===== config.mk =====
export PLATFORM = sky130hd
export DESIGN_NAME = nfc_acs_cmdaddr_issuer
export DESIGN_NICKNAME = d
export VERILOG_FILES = /design/src/rtl/nfc_acg_pkg.sv /design/src/rtl/nfc_phase_timer.sv /design/src/rtl/nfc_acs_cmdaddr_issuer.sv
export SDC_FILE = /design/constraint.sdc
export NUM_CORES = 1
export LEC_CHECK = 0
export BUFFER_PORTS_ARGS = -buffer_cell sky130_fd_sc_hd__buf_2
export CAP_MARGIN = 40
export CORE_ASPECT_RATIO = 0.5
export CORE_UTILIZATION = 30
export DETAILED_ROUTE_END_ITERATION = 8
export PLACE_DENSITY = 0.51
export SLEW_MARGIN = 20
export SYNTH_ARGS = -nofsm -noshare
export SYNTH_HDL_FRONTEND = slang
export SYNTH_SLANG_ARGS = --single-unit

===== constraint.sdc =====
create_clock -name iSystemClock -period 4.7 [get_ports iSystemClock]
set_clock_uncertainty 0.05 [all_clocks]
set_input_delay 0 -clock iSystemClock [delete_from_list [all_inputs] [get_ports iSystemClock]]
set_output_delay 0 -clock iSystemClock [all_outputs]
set_load 0.1 [all_outputs]

===== src/rtl/nfc_acg_pkg.sv =====
// Shared definitions for the ACG command/address responders: ACG bit map,
// issuer state encoding and address-byte limits.
package nfc_acg_pkg;

  localparam int ACG_ACS = 3;
  localparam int ACG_DIS = 1;
  localparam int ACG_ACA = 6;

  localparam int MAX_ADDR_BYTES = 5;
  localparam int CADATA_W       = 40;

  typedef enum logic [2:0] {
    ST_IDLE    = 3'd0,
    ST_WE_LOW  = 3'd1,
    ST_WE_HIGH = 3'd2,
    ST_POST    = 3'd3,
    ST_DONE    = 3'd4
  } issuer_state_t;

  // Command mode always sends one byte; address mode sends numOfData+1, capped.
  function automatic logic [2:0] byteCountLoad(input logic caSelect,
                                               input logic [15:0] numOfData);
    if (caSelect) return 3'd1;
    if (numOfData >= 16'(MAX_ADDR_BYTES - 1)) return 3'(MAX_ADDR_BYTES);
    return {1'b0, numOfData[1:0]} + 3'd1;
  endfunction

endpackage


===== src/rtl/nfc_phase_timer.sv =====
// Loadable 4-bit down-counter; oZero marks the last cycle of the current phase.
module nfc_phase_timer (
  input  logic       iSystemClock,
  input  logic       iReset,
  input  logic       iLoad,
  input  logic [3:0] iLoadValue,
  output logic       oZero
);

  logic [3:0] count;

  always_ff @(posedge iSystemClock or posedge iReset) begin
    if (iReset)             count <= 4'd0;
    else if (iLoad)         count <= iLoadValue;
    else if (count != 4'd0) count <= count - 4'd1;
  end

  assign oZero = (count == 4'd0);

endmodule


===== src/rtl/nfc_acs_cmdaddr_issuer.sv =====
// Executes one CLE or ALE byte sequence on the NAND async-SDR pins with
// programmable tWP/tWH/post-wait, then pulses oLastStep.
module nfc_acs_cmdaddr_issuer
  import nfc_acg_pkg::*;
#(
  parameter int NumberOfWays = 4,
  parameter int TWP          = 3,
  parameter int TWH          = 2,
  parameter int TPOST        = 4
) (
  input  logic                    iSystemClock,
  input  logic                    iReset,
  input  logic                    iStart,
  input  logic                    iCASelect,
  input  logic [CADATA_W-1:0]     iCAData,
  input  logic [15:0]             iNumOfData,
  input  logic [NumberOfWays-1:0] iTargetWay,
  output logic                    oReady,
  output logic                    oLastStep,
  output logic [NumberOfWays-1:0] oPO_CE_n,
  output logic                    oPO_CLE,
  output logic                    oPO_ALE,
  output logic                    oPO_WE_n,
  output logic [7:0]              oPO_DQ,
  output logic                    oPO_DQOE
);

  issuer_state_t           stateQ, stateD;
  logic                    caSelQ, caSelD;
  logic [CADATA_W-1:0]     dataQ, dataD;
  logic [NumberOfWays-1:0] wayQ, wayD;
  logic [2:0]              byteCntQ, byteCntD;
  logic                    timerLoad, timerZero;
  logic [3:0]              timerLoadValue;

  nfc_phase_timer uPhaseTimer (
    .iSystemClock (iSystemClock),
    .iReset       (iReset),
    .iLoad        (timerLoad),
    .iLoadValue   (timerLoadValue),
    .oZero        (timerZero)
  );

  always_ff @(posedge iSystemClock or posedge iReset) begin
    if (iReset) begin
      stateQ   <= ST_IDLE;
      caSelQ   <= 1'b0;
      dataQ    <= '0;
      wayQ     <= '0;
      byteCntQ <= 3'd0;
    end else begin
      stateQ   <= stateD;
      caSelQ   <= caSelD;
      dataQ    <= dataD;
      wayQ     <= wayD;
      byteCntQ <= byteCntD;
    end
  end

  // Next state and datapath; the timer is reloaded on every state entry.
  always_comb begin
    stateD         = stateQ;
    caSelD         = caSelQ;
    dataD          = dataQ;
    wayD           = wayQ;
    byteCntD       = byteCntQ;
    timerLoad      = 1'b0;
    timerLoadValue = 4'd0;
    case (stateQ)
      ST_IDLE: if (iStart) begin
        stateD         = ST_WE_LOW;
        caSelD         = iCASelect;
        dataD          = iCAData;
        wayD           = iTargetWay;
        byteCntD       = byteCountLoad(iCASelect, iNumOfData);
        timerLoad      = 1'b1;
        timerLoadValue = 4'(TWP - 1);
      end
      ST_WE_LOW: if (timerZero) begin
        stateD         = ST_WE_HIGH;
        timerLoad      = 1'b1;
        timerLoadValue = 4'(TWH - 1);
      end
      ST_WE_HIGH: if (timerZero) begin
        byteCntD  = byteCntQ - 3'd1;
        timerLoad = 1'b1;
        if (byteCntQ != 3'd1) begin
          stateD         = ST_WE_LOW;
          dataD          = dataQ << 8;
          timerLoadValue = 4'(TWP - 1);
        end else begin
          stateD         = ST_POST;
          timerLoadValue = 4'(TPOST - 1);
        end
      end
      ST_POST: if (timerZero) begin
        stateD    = ST_DONE;
        timerLoad = 1'b1;
      end
      default: stateD = ST_IDLE;
    endcase
  end

  // Outputs are registered from the next state so pins change on the entry edge.
  logic                    readyD, lastStepD, cleD, aleD, weD, dqoeD;
  logic [NumberOfWays-1:0] ceD;
  logic [7:0]              dqD;

  always_comb begin
    readyD    = 1'b0;
    lastStepD = 1'b0;
    ceD       = '1;
    cleD      = 1'b0;
    aleD      = 1'b0;
    weD       = 1'b1;
    dqD       = dataD[CADATA_W-1 -: 8];
    dqoeD     = 1'b0;
    case (stateD)
      ST_IDLE: begin
        readyD = 1'b1;
        dqD    = 8'h00;
      end
      ST_WE_LOW, ST_WE_HIGH: begin
        ceD   = ~wayD;
        cleD  = caSelD;
        aleD  = ~caSelD;
        weD   = (stateD != ST_WE_LOW);
        dqoeD = 1'b1;
      end
      ST_POST: ceD = ~wayD;
      default: lastStepD = 1'b1;
    endcase
  end

  always_ff @(posedge iSystemClock or posedge iReset) begin
    if (iReset) begin
      oReady    <= 1'b1;
      oLastStep <= 1'b0;
      oPO_CE_n  <= '1;
      oPO_CLE   <= 1'b0;
      oPO_ALE   <= 1'b0;
      oPO_WE_n  <= 1'b1;
      oPO_DQ    <= 8'h00;
      oPO_DQOE  <= 1'b0;
    end else begin
      oReady    <= readyD;
      oLastStep <= lastStepD;
      oPO_CE_n  <= ceD;
      oPO_CLE   <= cleD;
      oPO_ALE   <= aleD;
      oPO_WE_n  <= weD;
      oPO_DQ    <= dqD;
      oPO_DQOE  <= dqoeD;
    end
  end

endmodule

; Yosys cells after proc, flatten, opt, wreduce, memory -nomap -nowiden
; Cells that the tools add are included.
[word_totals]
ff_bits = 73
input_bits = 64
output_inout_bits = 18
elab_cells = 90
[classes]
addsub = 3
n_lt_le_gt_ge = 1
eq_ne = 11
mux = 46
bitwise = 2
reduce_logical = 12
[ops]
columns = op, count
row1 = 2-to-1 mux 40 bit, 3
row2 = case mux 40 bit (2 select lines), 1
row3 = 2-to-1 mux 3 bit, 10
row4 = 2-to-1 mux 4 bit, 5
row5 = 2-to-1 mux 1 bit, 19
row6 = greater-or-equal comparator 16 x 3 -> 1 bit (second input constant), 1
row7 = == test 3 x 2 -> 1 bit (second input constant), 4
row8 = case mux 3 bit (4 select lines), 1
row9 = 2-to-1 mux 8 bit, 1
row10 = == test 3 x 1 -> 1 bit (second input constant), 2
row11 = zero test 3 bit, 2
row12 = 2-to-1 mux 2 bit, 3
row13 = inequality test 2 bit (second input constant), 3
row14 = inequality test 3 x 1 -> 1 bit (second input constant), 2
row15 = case mux 2 bit (3 select lines), 1
row16 = case mux 3 bit (2 select lines), 1
row17 = OR reduction 3 bit, 2
row18 = zero test 4 bit, 1
row19 = NOT 4 bit, 1
row20 = AND reduction 4 bit, 1
row21 = nonzero test 2 bit, 2
row22 = nonzero test 4 bit, 1
row23 = OR reduction 4 bit, 1
row24 = subtractor 4 x 1 -> 4 bit (second input constant), 1
row25 = 6 further kinds, 6

; Logic depth before layout (Yosys ltp)
; Gate-level depths: netlist (run 1).
[logic_depth]
word_depth = 10
mapped_depth = 8
ltp_nobuf = 6

; By module
; From an unflattened synthesis (run 1), not the netlist that was laid out.
[unflattened]
cells_unflattened = 308
area_unflattened_um2 = 3193.1
[by_module_without_submodules]
columns = module, n_inst, cells_per_inst, area_per_inst_um2, seq_area_each_um2
row1 = nfc_acs_cmdaddr_issuer, 1, 284, 2957.8, 1734.2
row2 = nfc_phase_timer, 1, 24, 235.2, 100.1

; Worst setup path before layout (run 1)
; Ideal clock, no wire load.
[synth_timing]
path_kind = reg2reg
start = reg uPhaseTimer.count[0]
end = reg dataQ[0]
setup_ns = 0.121
arrival_ns = 1.791
t_required_ns = 4.529
path_slack_ns = 2.738
path_stages_with_launch = 9
path_buffers = 2
synth_period_minus_slack_ns = 1.962
path_cell_list = dfrtp_1 -> inv_1 -> ha_1 -> nor3b_4 -> a31oi_1 -> or3_1 -> clkbuf_1 -> buf_6 -> a22o_1
[synth_between]
elab_chain_len = 3
[synth_rtl]
columns = element, line_no
row1 = from (decl), nfc_phase_timer.sv:10  ; logic [3:0] count;
row2 = from (signal assigned), nfc_phase_timer.sv:14  ; else if (iLoad) count <= iLoadValue;
row3 = from (signal assigned), nfc_phase_timer.sv:15  ; else if (count != 4'd0) count <= count - 4'd1;
row4 = zero test 4 bit, nfc_phase_timer.sv:18  ; assign oZero = (count == 4'd0);
row5 = inequality test 2 bit (no source line), n/a
row6 = AND reduction 4 bit (no source line), n/a
row7 = to (signal assigned), nfc_acs_cmdaddr_issuer.sv:54  ; dataQ <= dataD;
row8 = to (decl), nfc_acs_cmdaddr_issuer.sv:30  ; logic [CADATA_W-1:0] dataQ, dataD;
; Every way passes these cells.
; A chain may end at the register's enable or synchronous reset.

; Final worst setup path (run 1)
[layout_timing]
start = reg uPhaseTimer.count[0]
end = reg dataQ[9]
; The elaborated chain is that of the path after synthesis.

==> run_results.csv, run 1 <==
group,metric,value,unit
run_status,status,"complete, no violations",
power_and_ir_drop,ir_worst_vdd,228,µV
logic_synthesis,synth.net_count,334,
floorplan,coreArea,10300,µm²
drt,drt-total-wl,7670,µm
critical_path,crit_type,"flip-flop to flip-flop",
hold_path,hp-class,"primary input to flip-flop",
cts,ctsHoldBuffers,46,
critical_path,r2r_start,"uPhaseTimer.count[0]",
drt,drt-wirelength-per-cell,14.4,µm
critical_path,startpoint,"uPhaseTimer.count[0]",
floorplan,initial_core_util,0.311,
global_route,gr-usage-all-layers,0.151,
final_layout,n_antenna_cell,0,
cts,clk_latency,330,ps
cts,post_cts_buffers,0,
placement,portBuffers,81,
logic_synthesis,syn_area,3200,µm²
timing,slew_headroom,0.527,
hold_path,min_from,"iStart",
cts,clockRootBuffer,"clkbuf_16",
global_route,antenna_found_initial,0,
logic_synthesis,synth_ff_type,"dfrtp_1",
critical_path,crit_required,4870,ps
cts,cts_resized,0,
final_layout,drive_gt1_frac,0.292,
drt,drc,0,
placement,gp_congestion,0.791,
drt,via_per_inst,4.74,
cts,cts_buffer_depth,2,
timing,maxSlewViolCount,0,
timing,max_freq,0.370,GHz
final_layout,final_nets,458,
power_and_ir_drop,cellPowerDensity,706,nW/µm²
logic_synthesis,syn-instance-count,265,
critical_path,slowest_stage,"or3_1",
timing,rsz0062_at_grt,"false",
critical_path,start_kind,"flip-flop",
timing,setup_viol,0,
logic_synthesis,yosysUniqueCellTypes,44,
job,cap_violations,0,
critical_path,path_max_fanout,17,
timing,hold_viol,0,
final_layout,areaGrowthSynthToFinish,41.3,%
critical_path,path_cells,"inv_1 > ha_1 > nor3b_4 > a31oi_1 > or3_1 > buf_8 > a21o_1",
logic_synthesis,async_flop_share,1.00,
global_route,grt_max_degree,56,
placement,place_hpwl,5190,µm
drt,first_iter_violations,128,
timing,fin_crit,2700,ps
logic_synthesis,synth.ff_latch_count,73,
placement,placed_cell_area,3760,µm²
critical_path,critPathMaxStageDelay,610,ps
timing,period_share,0.575,
cts,clk_pin_slew_worst_paths,60,ps
critical_path,cp.arrival,2870,ps
floorplan,rows,26,
timing,finalSetupTns,0,ps
logic_synthesis,avgSynthCellArea,12.1,µm²
cts,cts_tree,"built",
floorplan,die_w,148,µm
power_and_ir_drop,power_leakage,2.24,nW
global_route,grt_pass1_vias,2515,
logic_synthesis,ys_warn_count,0,
drt,num_vias,2533,
logic_synthesis,synth-edff-count,0,
final_layout,final_cell_area,4520,µm²
critical_path,end_kind,"flip-flop",
cts,cts_buffers,9,
drt,antenna_left,0,
global_route,grt_pass1_wl,12500,µm
floorplan,die_y,75.1,µm
floorplan,io_pins,82,
timing,worstMarginPinSlew,710,ps
logic_synthesis,ys_seq_area_frac,0.573,
cts,htreeDepth,3,
global_route,gr-total-overflow,0,
floorplan,dieArea,11100,µm²
cts,clock-sinks,73,
drt,dr.pass1.iters,4,
==> final timing paths <==
check	endpoint	slack, ps	cells after the start
worst max-delay path	dataQ[9]	2000	7
worst min register to register	dataQ[18]	430	1
worst max register to register	dataQ[9]	2000	7
max in group asynchronous	dataQ[7]	3860	5
min in group asynchronous	uPhaseTimer.count[1]	200	4
worst min-delay path	stateQ[0]	20	3
==> sequential cells by signal, summed over array words and instances, names as in the netlist <==
name,flops
oPO_CLE,1
oPO_CE_n,4
oLastStep,1
oPO_DQ,8
byteCntQ,3
oReady,1
uPhaseTimer.count,4
oPO_ALE,1
dataQ,40
wayQ,4
caSelQ,1
oPO_DQOE,1
oPO_WE_n,1
stateQ,3
==> through the flow <==
stage / hold slack [ps] / instances / util / worst slack [ps] / power (mW)
after floorplan: 82.5 / 265 / - / 2740 / 2.21
after global placement: 169 / 468 / 0.359 / 2000 / 2.41
after detailed placement: -7.14 / 472 / 0.366 / 2040 / 2.47
after CTS: 1.98 / 534 / 0.440 / 2020 / 3.22
after global routing: 36.3 / 534 / 0.440 / 1860 / 3.38
final: 24.4 / 534 / 0.440 / 2000 / 3.19
==> cells by family (layout without fill, tap and decap cells) <==
family                   after synthesis  count (layout)  synth area share
XOR/XNOR                               2               2           0.00547
flip-flops                            73              73             0.573
AO/OA/AOI/OAI                         98              98             0.240
multiplexers                           5               5            0.0172
adder cells (fa/ha/maj)                5               5            0.0195
buffers and inverters                 30             159            0.0442
AND/OR/NAND/NOR                       52              52             0.101
==> layout make-up <==
cell class,count,area [µm²]
clock buffers,13,240
clock inverters,3,65.1
fillers,996,5760
inverters,10,37.5
multi-input cells,162,1230
flip-flops and latches,73,1830
well taps,140,175
repair buffers,133,946
==> critical path: cells and delay by family, from the launching register on <==
family	cells	cell delay [ps]
and+or+nand+nor	2	1150
DFF	1	400
AOI/OAI and AO/OA	2	380
buffers and inverters	2	370
adders and majority gates	1	220
==> cells in the final DEF, fill, tap and decap left out, types with 5 or more instances in the layout <==
master          n
a21o_1         25
a221o_1         8
a22o_1         40
and2_1         10
buf_2          81
clkbuf_16       9
dfrtp_1        67
dfstp_2         6
dlygate4sd3_1  46
ha_1            5
inv_1           9
nand2_1         8
nor2_1          7
nor3_1          8
o21ai_0         8
==> metal layers <==
metal | GRT usage | part of all wire
met1 | 0.190 | 0.47
met2 | 0.243 | 0.46
met3 | 0.0521 | 0.054
met4 | 0.0561 | 0.014
met5 | 0 | 0
==> cells in the mapped netlist, types with 4 or more instances <==
library cell	instances	share of area
dfrtp_1	67	0.52
buf_2	14	0.022
inv_1	10	0.012
mux2_2	4	0.014
dfstp_2	6	0.049
a21o_1	25	0.059
nand2b_1	4	0.0078
nor3_1	8	0.013
a22o_1	40	0.11
a221o_1	8	0.025
and2_1	10	0.020
nor2_1	7	0.0082
ha_1	5	0.020
a21oi_1	4	0.0063
o21ai_0	8	0.013
nand2_1	8	0.0094
==> power breakdown <==
part / switching [mW] / internal [mW]
logic: 0.915 / 0.444
clock network: 0.236 / 0.464
registers: 0.184 / 0.950
total: 1.33 / 1.86
(Power assumes the default switching activity.)
==> run 2: changes to the inputs <==
--- a/config.mk
+++ b/config.mk
@@ -5,6 +5,7 @@
 export SDC_FILE = /design/constraint.sdc
 export NUM_CORES = 1
 export LEC_CHECK = 0
+export ABC_AREA = 1
 export BUFFER_PORTS_ARGS = -buffer_cell sky130_fd_sc_hd__buf_2
 export CAP_MARGIN = 40
 export CORE_ASPECT_RATIO = 0.5
==> constraint.sdc (replaced) <==
create_clock -name iSystemClock -period 2.53 [get_ports iSystemClock]
set_clock_uncertainty 0.05 [all_clocks]
set_input_delay 0 -clock iSystemClock [delete_from_list [all_inputs] [get_ports iSystemClock]]
set_output_delay 0 -clock iSystemClock [all_outputs]
set_load 0.1 [all_outputs]
==> run 2 against run 1 <==
Clock-buffer cell count rose by 2. Non-clock buffer count down 1. Area after synthesis increased by 3.6%. Register-to-register slack lost 1500 ps. Critical path depth rose by 4.
==> run_results.csv, run 2 <==
group,metric,value,unit
power_and_ir_drop,cellPowerDensity,1200,nW/µm²
logic_synthesis,synth.ff_latch_count,73,
cts,cts_buffers,9,
run_status,status,"complete, no violations",
drt,num_vias,2720,
drt,drt-wirelength-per-cell,12.1,µm
critical_path,critPathMaxStageDelay,380,ps
job,cap_violations,0,
critical_path,start_kind,"flip-flop",
cts,cts_buffer_depth,2,
floorplan,rows,26,
logic_synthesis,yosysMostFrequentCell,"nand2_1",
final_layout,layout_common_cells,"nand2_1 (119), buf_2 (81), dfrtp_1 (67), dlygate4sd3_1 (46), inv_1 (30)",
final_layout,drive_gt1_frac,0.279,
logic_synthesis,avgSynthCellArea,9.39,µm²
logic_synthesis,syn_area,3320,µm²
timing,worstMarginPinSlew,553,ps
power_and_ir_drop,p_total,5.46,mW
floorplan,die_y,76.3,µm
final_layout,regMostFlops,"dataQ",
floorplan,io_pins,82,
cts,clock-sinks,73,
global_route,grt_max_degree,48,
timing,setup_viol,0,
placement,place_hpwl,5060,µm
final_layout,final_nets,552,
timing,maxSlewViolCount,0,
hold_path,hp-class,"primary input to flip-flop",
critical_path,crit_required,2750,ps
timing,hold_viol,0,
logic_synthesis,synth.net_count,422,
critical_path,cp.arrival,2220,ps
timing,period_share,0.790,
logic_synthesis,synth.area.top_cells,"dfrtp_1 (51%), nand2_1 (13%), a22oi_1 (5.4%)",
logic_synthesis,synth-edff-count,0,
logic_synthesis,ys_warn_count,0,
cts,cts_tree,"built",
logic_synthesis,synth_ff_type,"dfrtp_1",
cts,post_cts_buffers,0,
final_layout,top_regs,"dataQ x40, oPO_DQ x8",
critical_path,path_max_fanout,21,
critical_path,path_cells,"inv_1 > ha_1 > nand2_1 > nor2_2 > nand2_4 > nor2_4 > buf_12 > nand2_2 > nand3_2 > nand2_1 > inv_1",
critical_path,end_kind,"flip-flop",
placement,portBuffers,81,
drt,drt-total-wl,7620,µm
cts,htreeDepth,3,
timing,hold_slack,6.88,ps
drt,drc,0,
global_route,gr-total-overflow,0,
critical_path,crit_type,"flip-flop to flip-flop",
floorplan,coreArea,10500,µm²
cts,clk_pin_slew_worst_paths,60,ps
timing,fin_crit,2000,ps
floorplan,dieArea,11500,µm²
logic_synthesis,ys_seq_area_frac,0.553,
logic_synthesis,yosysTopAreaCell,"dfrtp_1",
drt,dr.pass1.iters,6,
power_and_ir_drop,power_leakage,2.47,nW
final_layout,areaGrowthSynthToFinish,37.8,%
timing,finalSetupTns,0,ps
timing,slew_headroom,0.631,
logic_synthesis,yosysUniqueCellTypes,28,
global_route,antenna_found_initial,0,
final_layout,largest_register_ffs,40,
floorplan,initial_core_util,0.317,
floorplan,die_w,151,µm
global_route,grt_pass1_vias,2753,
final_layout,final_common_cell,"nand2_1",
critical_path,slowest_stage,"dfrtp_1",
logic_synthesis,async_flop_share,1.00,
cts,clockRootBuffer,"clkbuf_16",
cts,clk_latency,330,ps
timing,rsz0062_at_grt,"false",
logic_synthesis,yosysTopAreaCellShare,0.506,
drt,antenna_left,0,
placement,placed_cell_area,3850,µm²
power_and_ir_drop,ir_worst_vdd,410,µV
final_layout,final_cell_area,4570,µm²
placement,gp_congestion,0.780,
global_route,grt_pass1_wl,12900,µm
drt,via_per_inst,4.33,
logic_synthesis,syn-instance-count,353,
cts,cts_resized,0,
final_layout,n_antenna_cell,0,
logic_synthesis,synth_common_cells,"nand2_1 (119), dfrtp_1 (67), inv_1 (31)",
drt,first_iter_violations,135,
global_route,gr-usage-all-layers,0.146,
timing,max_freq,0.500,GHz
==> run 2: changes by cell type after synthesis, sizes merged, moves of 7 or more <==
cell,change
a21o,-25
nor3,-7
nand3,+22
a22o,-32
inv,+24
a22oi,+23
a221o,-8
nor2,+20
nand2,+123
and2,-10
==> run 2: layer usage <==
| metal | global-route usage | share of wire | vias to the layer above |
|---|---|---|---|
| met3 | 0.0533 | 0.043 | 10 |
| met5 | 0 | 0 | - |
| met2 | 0.236 | 0.48 | 46 |
| li1 | - | - | 1390 |
| met4 | 0.0420 | 0.015 | 0 |
| met1 | 0.183 | 0.46 | 1274 |
==> run 2: final timing paths <==
kind	from	end	slack, ps	cells after the start
setup / recovery	uPhaseTimer.count[0]	oPO_DQ[5]	530	11
hold / removal	iNumOfData[10]	byteCntQ[1]	7	6
setup reg to reg	uPhaseTimer.count[0]	oPO_DQ[5]	530	11
hold reg to reg	dataQ[33]	dataQ[33]	420	2
max in group asynchronous	iReset	oPO_WE_n	1660	4
min in group asynchronous	iReset	oPO_DQ[1]	190	3
==> run 2: critical path: cells and delay by family (launching register included) <==
family / cells / cell delay, ps
and+or+nand+nor: 7 / 940
adders and majority gates: 1 / 200
DFF: 1 / 380
buffers and inverters: 3 / 360
==> run 2: cell families after synthesis <==
logic type,Yosys count,synth area share
buf+inv,47,0.0762
flops,73,0.553
xor+xnor,2,0.00528
compound gates,42,0.0917
fa+ha+maj,5,0.0189
simple gates,184,0.255
==> run 2: repair_timing <==
item                                    4_1_cts  5_1_grt
endpoints found under the setup margin        0        0
hold buffers                                 46        0
hold endpoints to repair                     80        0
==> run 2: per-stage QoR <==
step,setup WS (ps),cells,util
3_3_place_gp,598,565,0.365
3_5_place_dp,524,566,0.367
4_1_cts,513,628,0.436
2_1_floorplan,637,353,-
6_report,532,628,0.436
5_1_grt,322,628,0.436
==> run 2: area by class of cell <==
| cell class | count | area, µm² |
|---|---|---|
| Clock inverter | 1 | 5.00 |
| Multi-Input combinational cell | 233 | 1230 |
| Timing Repair Buffer | 132 | 936 |
| Tap cell | 140 | 175 |
| Fill cell | 1042 | 5900 |
| Sequential cell | 73 | 1830 |
| Inverter | 34 | 134 |
| Clock buffer | 15 | 258 |
==> run 2: report_power, final <==
group	total (mW)	leakage [nW]	internal, mW	switching, mW
Clock	1.14	0.128	0.690	0.445
Sequential	1.92	0.912	1.69	0.233
Combinational	2.41	1.43	0.661	1.75
==> run 3: changes to the inputs <==
==> constraint.sdc (replaced) <==
create_clock -name iSystemClock -period 2.1 [get_ports iSystemClock]
set_clock_uncertainty 0.05 [all_clocks]
set_input_delay 0 -clock iSystemClock [delete_from_list [all_inputs] [get_ports iSystemClock]]
set_output_delay 0 -clock iSystemClock [all_outputs]
set_load 0.1 [all_outputs]
==> run 3 against run 2 <==
Global-route usage fell by 0.28 points. Clock power grew 39%. Via count shrank 1.2%. Combinational power up 22%. Critical path depth stayed put. Sequential share of layout area is 0.64 points lower. Power is 25% higher. Largest cell class unchanged. Final area rose by 1.6%. Utilization grew 0.70 points. Non-clock buffer count rose by 1. Final cell count grew 0.16%.
==> run_results.csv, run 3 (synthesis results as in run 2) <==
group,metric,value,unit
critical_path,crit_family,"simple AND/OR/NAND/NOR gates",
critical_path,end_kind,"flip-flop",
critical_path,r2r-end,"oPO_DQ[7]",
timing,rsz0062_at_grt,"false",
drt,first_iter_violations,143,
drt,drc,0,
power_and_ir_drop,ir_worst_vdd,471,µV
placement,place_hpwl,4910,µm
critical_path,startpoint,"uPhaseTimer.count[0]",
cts,htreeDepth,3,
hold_path,hp-class,"primary input to flip-flop",
power_and_ir_drop,power_leakage,2.50,nW
final_layout,final_common_cell,"nand2_1",
placement,gp_congestion,0.780,
global_route,gr-total-overflow,0,
final_layout,largest_register_ffs,40,
power_and_ir_drop,internal_power,3.90,mW
job,cap_violations,0,
critical_path,r2r_start,"uPhaseTimer.count[0]",
critical_path,path_cells,"inv_1 > ha_1 > nand2_1 > nor2_2 > nand2_4 > nor2_4 > buf_12 > nand2_1 > nand3_1 > nand2_1 > inv_1",
cts,clk_pin_slew_worst_paths,60,ps
power_and_ir_drop,p_total,6.84,mW
critical_path,rr_worst_depth,11,
timing,finalSetupTns,0,ps
power_and_ir_drop,p_sw,2.94,mW
cts,clockRootBuffer,"clkbuf_16",
power_and_ir_drop,p_seq_frac,0.339,
global_route,antenna_found_initial,0,
power_and_ir_drop,cellPowerDensity,1470,nW/µm²
final_layout,n_antenna_cell,0,
placement,portBuffers,81,
floorplan,initial_core_util,0.317,
timing,setup_viol,0,
critical_path,cp.arrival,2040,ps
drt,antenna_left,0,
critical_path,path_max_fanout,31,
global_route,grt_max_degree,44,
critical_path,critPathMaxStageDelay,380,ps
timing,fin_crit,1820,ps
final_layout,regMostFlops,"dataQ",
critical_path,start_kind,"flip-flop",
floorplan,io_pins,82,
drt,drt-total-wl,7490,µm
timing,hold_slack,3.87,ps
cts,cts_buffer_depth,2,
placement,dp_slack,264,ps
timing,period_share,0.866,
timing,worstMarginPinSlew,562,ps
drt,via_per_inst,4.27,
final_layout,final_nets,553,
timing,hold_viol,0,
hold_path,whs_path_depth,6,
critical_path,path_buf_inv,3,
cts,clock-sinks,73,
cts,cts_buffers,9,
critical_path,slowest_stage,"dfrtp_1",
power_and_ir_drop,pwr-share-clk,0.231,
power_and_ir_drop,swShare,0.430,
global_route,gr-usage-all-layers,0.144,
timing,maxSlewViolCount,0,
final_layout,areaGrowthSynthToFinish,40.1,%
global_route,grt_pass1_wl,12700,µm
critical_path,cp-endpoint,"oPO_DQ[7]",
drt,drt-wirelength-per-cell,11.9,µm
timing,slew_headroom,0.625,
final_layout,drive_gt1_frac,0.284,
drt,num_vias,2688,
floorplan,die_w,151,µm
critical_path,crit_required,2320,ps
floorplan,rows,26,
critical_path,reg2reg_slack,280,ps
critical_path,crit_type,"flip-flop to flip-flop",
run_status,status,"complete, no violations",
timing,max_freq,0.550,GHz
power_and_ir_drop,comb_power_share,0.431,
floorplan,coreArea,10500,µm²
final_layout,layout_common_cells,"nand2_1 (119), buf_2 (81), dfrtp_1 (67), dlygate4sd3_1 (47), inv_1 (30)",
drt,dr.pass1.iters,4,
floorplan,dieArea,11500,µm²
cts,cts_resized,0,
cts,cts_tree,"built",
critical_path,crit_top_cell,"nand2_1",
floorplan,die_y,76.3,µm
timing,worst_slack,282,ps
final_layout,top_regs,"dataQ x40, oPO_DQ x8",
global_route,grt_pass1_vias,2734,
cts,clk_latency,330,ps
critical_path,crit_cells,11,
final_layout,final_util,0.443,
run 3: cell count changes in the layout (fill, tap and decap cells not counted), sizes merged:
cell and delta:
bufinv +1, clkbuf -1, dlygate4sd3 +1
run 3: metrics by stage:
step | instance area, µm² | instances
CTS | 4640 | 629
global placement | 3860 | 566
detailed placement | 3860 | 566
floorplan | 3320 | 353
finish | 4640 | 629
global route | 4640 | 629
run 3: layout make-up:
cell class              count  area, µm²
well taps                 140        175
inverters                  34        134
clock inverters             2       35.0
flip-flops and latches     73       1830
repair buffers            133        963
clock buffers              14        274
fillers                  1051       5830
multi-input cells         233       1230
run 3: power groups by stage:
stage | registers [mW] | clock network [mW] | logic (mW)
floorplan | 3.15 | 0 | 1.58
global placement | 2.34 | 0 | 2.90
detailed placement | 2.34 | 0 | 2.91
CTS | 2.32 | 1.62 | 3.00
global route | 2.39 | 1.68 | 3.28
finish | 2.32 | 1.58 | 2.95
run 3: tightest hold or removal path, delay by kind of cell:
family	cells	cell delay, ps
buf+inv	1	70
simple gates	4	200
compound gates	1	60
run 3: how the worst min path moves through the flow:
stage | to | startpoint | slack [ps]
finish | byteCntQ[1] | iNumOfData[10] | 4
global placement | oPO_DQ[1] | iReset | 30
CTS | byteCntQ[1] | iNumOfData[4] | 8
floorplan | wayQ[0] | iTargetWay[0] | 80
detailed placement | oPO_DQ[1] | iReset | 30
global route | byteCntQ[1] | iNumOfData[15] | 20
run 3: layer usage:
layer  track usage  routed length, µm
met2         0.236               3600
met3        0.0413                283
met1         0.179               3510
met5             0                  0
met4        0.0510                 95
run 3: what timing repair did:
action                    CTS  global route
buffers inserted            0             0
hold endpoints to repair   90             0
hold buffers               47             0
